### src/rtl/regfile_wb_arbiter.sv
// Write-back arbiter for the register file's single write port: pipeline writes win,
// buffered responses drain into free slots. Define REGFILE_WB_BYPASS_EN for 0-cycle response bypass.
module regfile_wb_arbiter #(
    parameter int width_p           = 32,
    parameter int els_p             = 32,
    parameter int fifo_els_p        = 4,
    parameter int starve_limit_p    = 8,
    parameter bit x0_tied_to_zero_p = 1'b1,
    localparam int addr_width_lp    = (els_p > 1) ? $clog2(els_p) : 1
) (
    input  logic                     clk_i,
    input  logic                     reset_i,

    input  logic                     pipe_v_i,
    input  logic [addr_width_lp-1:0] pipe_addr_i,
    input  logic [width_p-1:0]       pipe_data_i,

    input  logic                     rsp_v_i,
    input  logic [addr_width_lp-1:0] rsp_addr_i,
    input  logic [width_p-1:0]       rsp_data_i,
    output logic                     rsp_ready_o,

    output logic                     w_v_o,
    output logic [addr_width_lp-1:0] w_addr_o,
    output logic [width_p-1:0]       w_data_o,

    output logic                     stall_pipe_o,
    output logic                     fifo_empty_o
);

    localparam int ptr_width_lp    = $clog2(fifo_els_p);
    localparam int cnt_width_lp    = $clog2(fifo_els_p + 1);
    localparam int starve_width_lp = $clog2(starve_limit_p + 1);

    localparam logic [ptr_width_lp-1:0]    ptr_last_lp   = ptr_width_lp'(fifo_els_p - 1);
    localparam logic [cnt_width_lp-1:0]    cnt_full_lp   = cnt_width_lp'(fifo_els_p);
    localparam logic [starve_width_lp-1:0] starve_max_lp = starve_width_lp'(starve_limit_p);

    logic [ptr_width_lp-1:0]    rptr_q, wptr_q;
    logic [cnt_width_lp-1:0]    count_q, count_d;
    logic [starve_width_lp-1:0] starve_cnt_q, starve_cnt_d;

    logic [addr_width_lp-1:0] mem_addr [fifo_els_p];
    logic [width_p-1:0]       mem_data [fifo_els_p];

    logic fifo_empty;
    logic pipe_to_x0;
    logic rsp_to_x0;
    logic pipe_fire;
    logic bypass;
    logic push;
    logic pop;

    function automatic logic [ptr_width_lp-1:0] ptr_inc(input logic [ptr_width_lp-1:0] ptr);
        return (ptr == ptr_last_lp) ? '0 : ptr + 1'b1;
    endfunction

    // Handshake-side flags come from registered state only.
    assign fifo_empty   = (count_q == '0);
    assign fifo_empty_o = fifo_empty;
    assign rsp_ready_o  = (count_q != cnt_full_lp);
    assign stall_pipe_o = (starve_cnt_q == starve_max_lp);

    assign pipe_to_x0 = x0_tied_to_zero_p && (pipe_addr_i == '0);
    assign rsp_to_x0  = x0_tied_to_zero_p && (rsp_addr_i == '0);

    // A discarded x0 pipe write leaves the port free for the FIFO head.
    assign pipe_fire = ~reset_i & pipe_v_i & ~stall_pipe_o & ~pipe_to_x0;

`ifdef REGFILE_WB_BYPASS_EN
    assign bypass = ~reset_i & fifo_empty & ~pipe_fire & rsp_v_i & ~rsp_to_x0;
`else
    assign bypass = 1'b0;
`endif

    assign pop  = ~pipe_fire & ~fifo_empty;
    assign push = rsp_v_i & rsp_ready_o & ~rsp_to_x0 & ~bypass;

    // NOTE: every output of a combinational block gets a default first so no path infers a latch.
    always_comb begin
        w_v_o    = 1'b0;
        w_addr_o = '0;
        w_data_o = '0;
        if (pipe_fire) begin
            w_v_o    = 1'b1;
            w_addr_o = pipe_addr_i;
            w_data_o = pipe_data_i;
        end else if (!fifo_empty) begin
            w_v_o    = ~reset_i;
            w_addr_o = mem_addr[rptr_q];
            w_data_o = mem_data[rptr_q];
        end else if (bypass) begin
            w_v_o    = 1'b1;
            w_addr_o = rsp_addr_i;
            w_data_o = rsp_data_i;
        end
    end

    always_comb begin
        count_d = count_q;
        unique case ({push, pop})
            2'b10:   count_d = count_q + 1'b1;
            2'b01:   count_d = count_q - 1'b1;
            default: count_d = count_q;
        endcase
    end

    // Counts cycles a buffered response waits without reaching the port.
    always_comb begin
        starve_cnt_d = starve_cnt_q;
        if (fifo_empty || pop) begin
            starve_cnt_d = '0;
        end else if (starve_cnt_q != starve_max_lp) begin
            starve_cnt_d = starve_cnt_q + 1'b1;
        end
    end

    // NOTE: sequential state uses non-blocking assignments so all registers update from pre-edge values.
    always_ff @(posedge clk_i or posedge reset_i) begin
        if (reset_i) begin
            rptr_q       <= '0;
            wptr_q       <= '0;
            count_q      <= '0;
            starve_cnt_q <= '0;
        end else begin
            if (push) begin
                wptr_q <= ptr_inc(wptr_q);
            end
            if (pop) begin
                rptr_q <= ptr_inc(rptr_q);
            end
            count_q      <= count_d;
            starve_cnt_q <= starve_cnt_d;
        end
    end

    // NOTE: storage has no reset; count_q guards every read, so stale entries are never visible.
    always_ff @(posedge clk_i) begin
        if (push) begin
            mem_addr[wptr_q] <= rsp_addr_i;
            mem_data[wptr_q] <= rsp_data_i;
        end
    end

endmodule
### config.mk
export PLATFORM = sky130hd
export DESIGN_NAME = regfile_wb_arbiter
export DESIGN_NICKNAME = d
export VERILOG_FILES = /design/src/rtl/regfile_wb_arbiter.sv
export SDC_FILE = /design/constraint.sdc
export NUM_CORES = 1
export LEC_CHECK = 0
export BUFFER_PORTS_ARGS = -buffer_cell sky130_fd_sc_hd__buf_2
export CELL_PAD_IN_SITES_DETAIL_PLACEMENT = 1
export CELL_PAD_IN_SITES_GLOBAL_PLACEMENT = 1
export CORE_UTILIZATION = 50
export DETAILED_ROUTE_END_ITERATION = 6
export PLACE_DENSITY_LB_ADDON = 0.1
export SYNTH_ARGS = -nofsm -noshare
export SYNTH_HDL_FRONTEND = slang
export SYNTH_SLANG_ARGS = --single-unit
export TNS_END_PERCENT = 10
### constraint.sdc
create_clock -name clk_i -period 7.2 [get_ports clk_i]
set_clock_uncertainty 0.2 [all_clocks]
set_input_delay 1.44 -clock clk_i [delete_from_list [all_inputs] [get_ports clk_i]]
set_output_delay 1.44 -clock clk_i [all_outputs]
set_load 0.02 [all_outputs]
**After elaboration in Yosys (flattened, before gate mapping)**

Memories as Yosys holds them, arrays and structs flattened.
Cells that the tools add are included.

- Register bits after elaboration: 11
- Latch bits: 0
- Bits in writable memories: 148
- Memory bits (read-only): 0
- Input port bits: 78
- Output and inout port bits: 41
- Memories: 2

- $add $sub $neg: 5
- $mul: 0
- Div/mod/pow operators: 0
- Magnitude comparators: 0
- Eq/ne operators: 7
- Shifts and indexed selects: 0
- Muxes and demuxes: 13
- Bitwise logic cells: 12
- Reduce and logical (&&, ||, !) cells: 6

Memory list:

| memory | words | bits a word | read ports | clocked after Yosys merged registers in | wr ports | RTL line | text |
|---|---|---|---|---|---|---|---|
| mem_data | 4 | 32 | 1 | 0 | 1 | 44 | `logic [width_p-1:0] mem_data [fifo_els_p];` |
| mem_addr | 4 | 5 | 1 | 0 | 1 | 43 | `logic [addr_width_lp-1:0] mem_addr [fifo_els_p];` |

Operator list:

| kind | number |
|---|---|
| $mux W32 | 2 |
| $logic_not A5 Y1 | 2 |
| $mux W5 | 2 |
| $mux W4 | 2 |
| $and A1 B1 Y1 | 6 |
| $eq A2 B2 Y1 const B | 3 |
| $not A1 Y1 | 6 |
| $pmux W3 S2 | 1 |
| $add A2 B1 Y2 const B | 2 |
| $add A4 B1 Y4 const B | 1 |
| $eq A4 B4 Y1 const B | 1 |
| $mux W1 | 4 |
| $mux W2 | 2 |
| $ne A4 B4 Y1 const B | 1 |
| $reduce_bool A2 Y1 | 2 |
| $add A3 B1 Y3 const B | 1 |
| $logic_not A3 Y1 | 1 |
| $ne A3 B3 Y1 const B | 1 |
| $sub A3 B1 Y3 const B | 1 |
| $eq A2 B1 Y1 const B | 1 |
| $logic_or A1 B1 Y1 | 1 |

**Longest topological paths before layout**

- Depth in word-level cells: 8
- Depth in mapped cells: 12

**Worst setup path before layout**

Ideal clock, no wire load.

- Path type: input to output
- Start point: input pipe_addr_i[1]
- End point: output w_addr_o[0]
- Data arrival time: 2.683 ns
- Slack: 2.877 ns
- Stages on the path: 5
- Buffers on the path: 1
- Path through: or4_4 -> o211a_1 -> buf_6 -> nor2_8 -> a22o_1

- Word-level cells in the longest chain between the ends: 4

Ends and longest elaborated chain:

| item | RTL line | text |
|---|---|---|
| start, declared | 15 | `input logic [addr_width_lp-1:0] pipe_addr_i,` |
| $logic_not A5 Y1 | 64 | `assign pipe_to_x0 = x0_tied_to_zero_p && (pipe_addr_i == '0);` |
| $not A1 Y1 | 68 | `assign pipe_fire = ~reset_i & pipe_v_i & ~stall_pipe_o & ~pipe_to_x0;` |
| $and A1 B1 Y1 | 68 |  |
| $mux W5 | 84 | `if (pipe_fire) begin` |
| end, declared | 24 | `output logic [addr_width_lp-1:0] w_addr_o,` |

No other way between the ends.

**Final worst setup path**

- Start point: input pipe_addr_i[1]
- End point: output w_data_o[0]

- Word-level cells in the longest chain between the ends: 4

Ends and longest elaborated chain:

| item | RTL line | text |
|---|---|---|
| $logic_not A5 Y1 | 64 |  |
| $not A1 Y1 | 68 |  |
| $and A1 B1 Y1 | 68 |  |
| $mux W32 | 84 |  |
| end, declared | 25 | `output logic [width_p-1:0] w_data_o,` |

No other way between the ends.

==> impl_metrics.toml <==
[yosys]
ys_seq_area_share_pct = 72.36
synth_nets = 458
ys_ff_latch = 159
synth_warnings = 0
synth_most_common_cell = "edfxtp_1"
synth-edff-count = 148
synthCells = 371
syn_area_um2 = 6523
synth.top_cells.by_count = "148 x edfxtp_1, 65 x nand2_1, 37 x mux4_2"
synth.distinct_cells = 31
synth.top_cell.area_share_pct = 68.14
synth_flop_cell = "edfxtp_1"
async_flop_share_pct = 6.918
avgSynthCellArea_um2 = 17.58
netlist_top_cells_area = "edfxtp_1 68%, mux4_2 13%, dfrtp_1 4.2%, nand2_1 3.7%, nand3_1 2.6%"
synth_top_cell_by_area = "edfxtp_1"

[cts]
cts-resized-gates = 0
path_clk_slew_ns = 0.06
h-tree-depth = 4
clk_latency_ns = 0.41
cts_hold_buf = 0
cts_tree = "built"
cts_max_path_buffers = 2
post-cts-setup-buffer-count = 0
clockRootBuffer = "clkbuf_16"
cts_buffers = 17
cts_sinks = 159

[timing]
tns_ns = 0
worst_pin_slew_ns = 1.133
finalCritPeriodShare_pct = 72.52
period_needed_ns = 5.221
holdWs_ns = 0.3053
rsz0062_at_grt = "no"
slew_headroom_pct = 24.08
finalSetupViolations = 0
hold_viol_final = 0
drv_slew = 0
fmax_mhz = 191.5

[drt]
first_iter_violations = 164
wl_mm = 13.87
dr.pass1.iters = 5
vias_per_cell = 5.465
via_count = 3711
drc = 0
ant_nets = 0
wl_per_cell_um = 20.43

[die]
floorplan.die_area_um2 = 13510
initial_core_util_pct = 51.48
io_pins = 119
core_area_um2 = 12670
die_x_um = 116.2
die_h_um = 116.2
rows = 41

[cells_and_area]
final-instance-count-excl-fill = 679
syn_to_final_growth_pct = 21.45
nets = 579
drive_above_1_share_pct = 39.21
fill_cells = 1182
fin_util_pct = 62.52
regArea_um2 = 4722
fin_area_um2 = 7921
multi_input_area_um2 = 1680

[power]
ir_worst_vdd_mv = 0.1821
power_density_nw_per_um2 = 420.1
p_leak_uw = 0.003057

[global_route]
grt_max_degree = 40
antenna_found_initial = 1
grt_pass1_wl_mm = 21.40
grt_usage_pct = 22.50
grt_pass1_vias = 4001
gr-total-overflow = 0

[flow_run]
drv_cap = 0

[worst_setup_path]
cp.arrival_ns = 3.58
critPathRequiredTime_ns = 5.56
start_kind = "input port"
critPathMaxFanout = 33
end_kind = "output pin"
worstSetupPathType = "input port to output pin"

[place]
place_area_um2 = 7272
dp.cells = 645
port_buffers = 118
gp_congestion = 0.7094
dp_hpwl_mm = 8.209

[status]
status = "complete, no violations"

[worst_hold_path]
hp-class = "flop to flop"
cell usage in the layout (no fill, tap or decap), types with 2 or more instances in the layout:
cell type,n
a22o_1,5
and2_2,4
buf_2,118
buf_4,3
bufinv_16,5
clkbuf_1,2
clkbuf_16,17
clkinv_4,3
clkinvlp_4,3
dfrtp_1,9
dfrtp_2,2
diode_2,2
edfxtp_1,148
ha_1,8
inv_1,11
mux2_1,2
mux2_2,2
mux4_2,37
nand2_1,65
nand3_1,34
nor2_1,6
o211a_1,2
xnor2_1,2
xor2_1,3
cell families after synthesis:
logic type	after synthesis	synth area share, %
buffers and inverters	30	2.091
adders and majority gates	9	1.842
xor gates and xnor gates	5	0.6715
AOI/OAI and AO/OA	9	1.247
muxes	42	13.62
and+or+nand+nor	117	8.172
DFF	159	72.36
worst paths after layout:
check	from	endpoint	slack, ns	cells after the start
worst min register to register	count_q[0]	count_q[0]	0.31	1
min in group asynchronous	reset_i	rptr_q[1]	0.83	2
worst max-delay path	pipe_addr_i[1]	w_data_o[0]	1.98	6
max in group asynchronous	reset_i	rptr_q[0]	5.64	2
worst max register to register	starve_cnt_q[0]	count_q[2]	4.00	12
worst min-delay path	count_q[0]	count_q[0]	0.31	1
report_power, final:
part	leakage (µW)	switching (µW)	total, µW	internal (µW)
combinational	0.00127	582	1020	441
clock	0.000301	355	972	617
sequential	0.00149	114	1330	1220
total	0.00306	1050	3330	2280
cell type report:
cell class / count / area share (%)
inverter: 11 / 0.5212
tap: 172 / 2.717
antenna: 2 / 0.06318
clock buffer: 19 / 5.465
timing repair buffer: 121 / 7.740
clock inverter: 13 / 2.669
sequential: 159 / 59.61
multi-input combinational: 182 / 21.21
critical path, cell delays in order:
cell and delay (ns):
buf_2 0.11, or4_4 0.55, o211ai_4 0.89, nand3_1 0.28, nand2_1 0.13, buf_2 0.16
metal layers:
layer / share of wire, % / track usage [%] / wire, µm / up-vias
li1: - / - / - / 1679
met1: 42 / 27.50 / 5810 / 1913
met2: 53 / 39.05 / 7330 / 104
met3: 4.1 / 5.449 / 575 / 15
met4: 1.1 / 8.462 / 154 / 0
met5: 0 / 0 / 0 / -
through the flow:
stage	setup WS [ns]	power [µW]
after CTS	1.999	3366
after global placement	2.055	2354
final	1.979	3328
after global routing	1.878	3486
after floorplan	2.877	2055
after detailed placement	2.019	2390
sequential cells by signal (all words and copies together) (netlist names):
signal / cells
count_q: 3
mem_addr: 20
mem_data: 128
rptr_q: 2
starve_cnt_q: 4
wptr_q: 2
No activity file was read; power rests on OpenSTA's default activity.
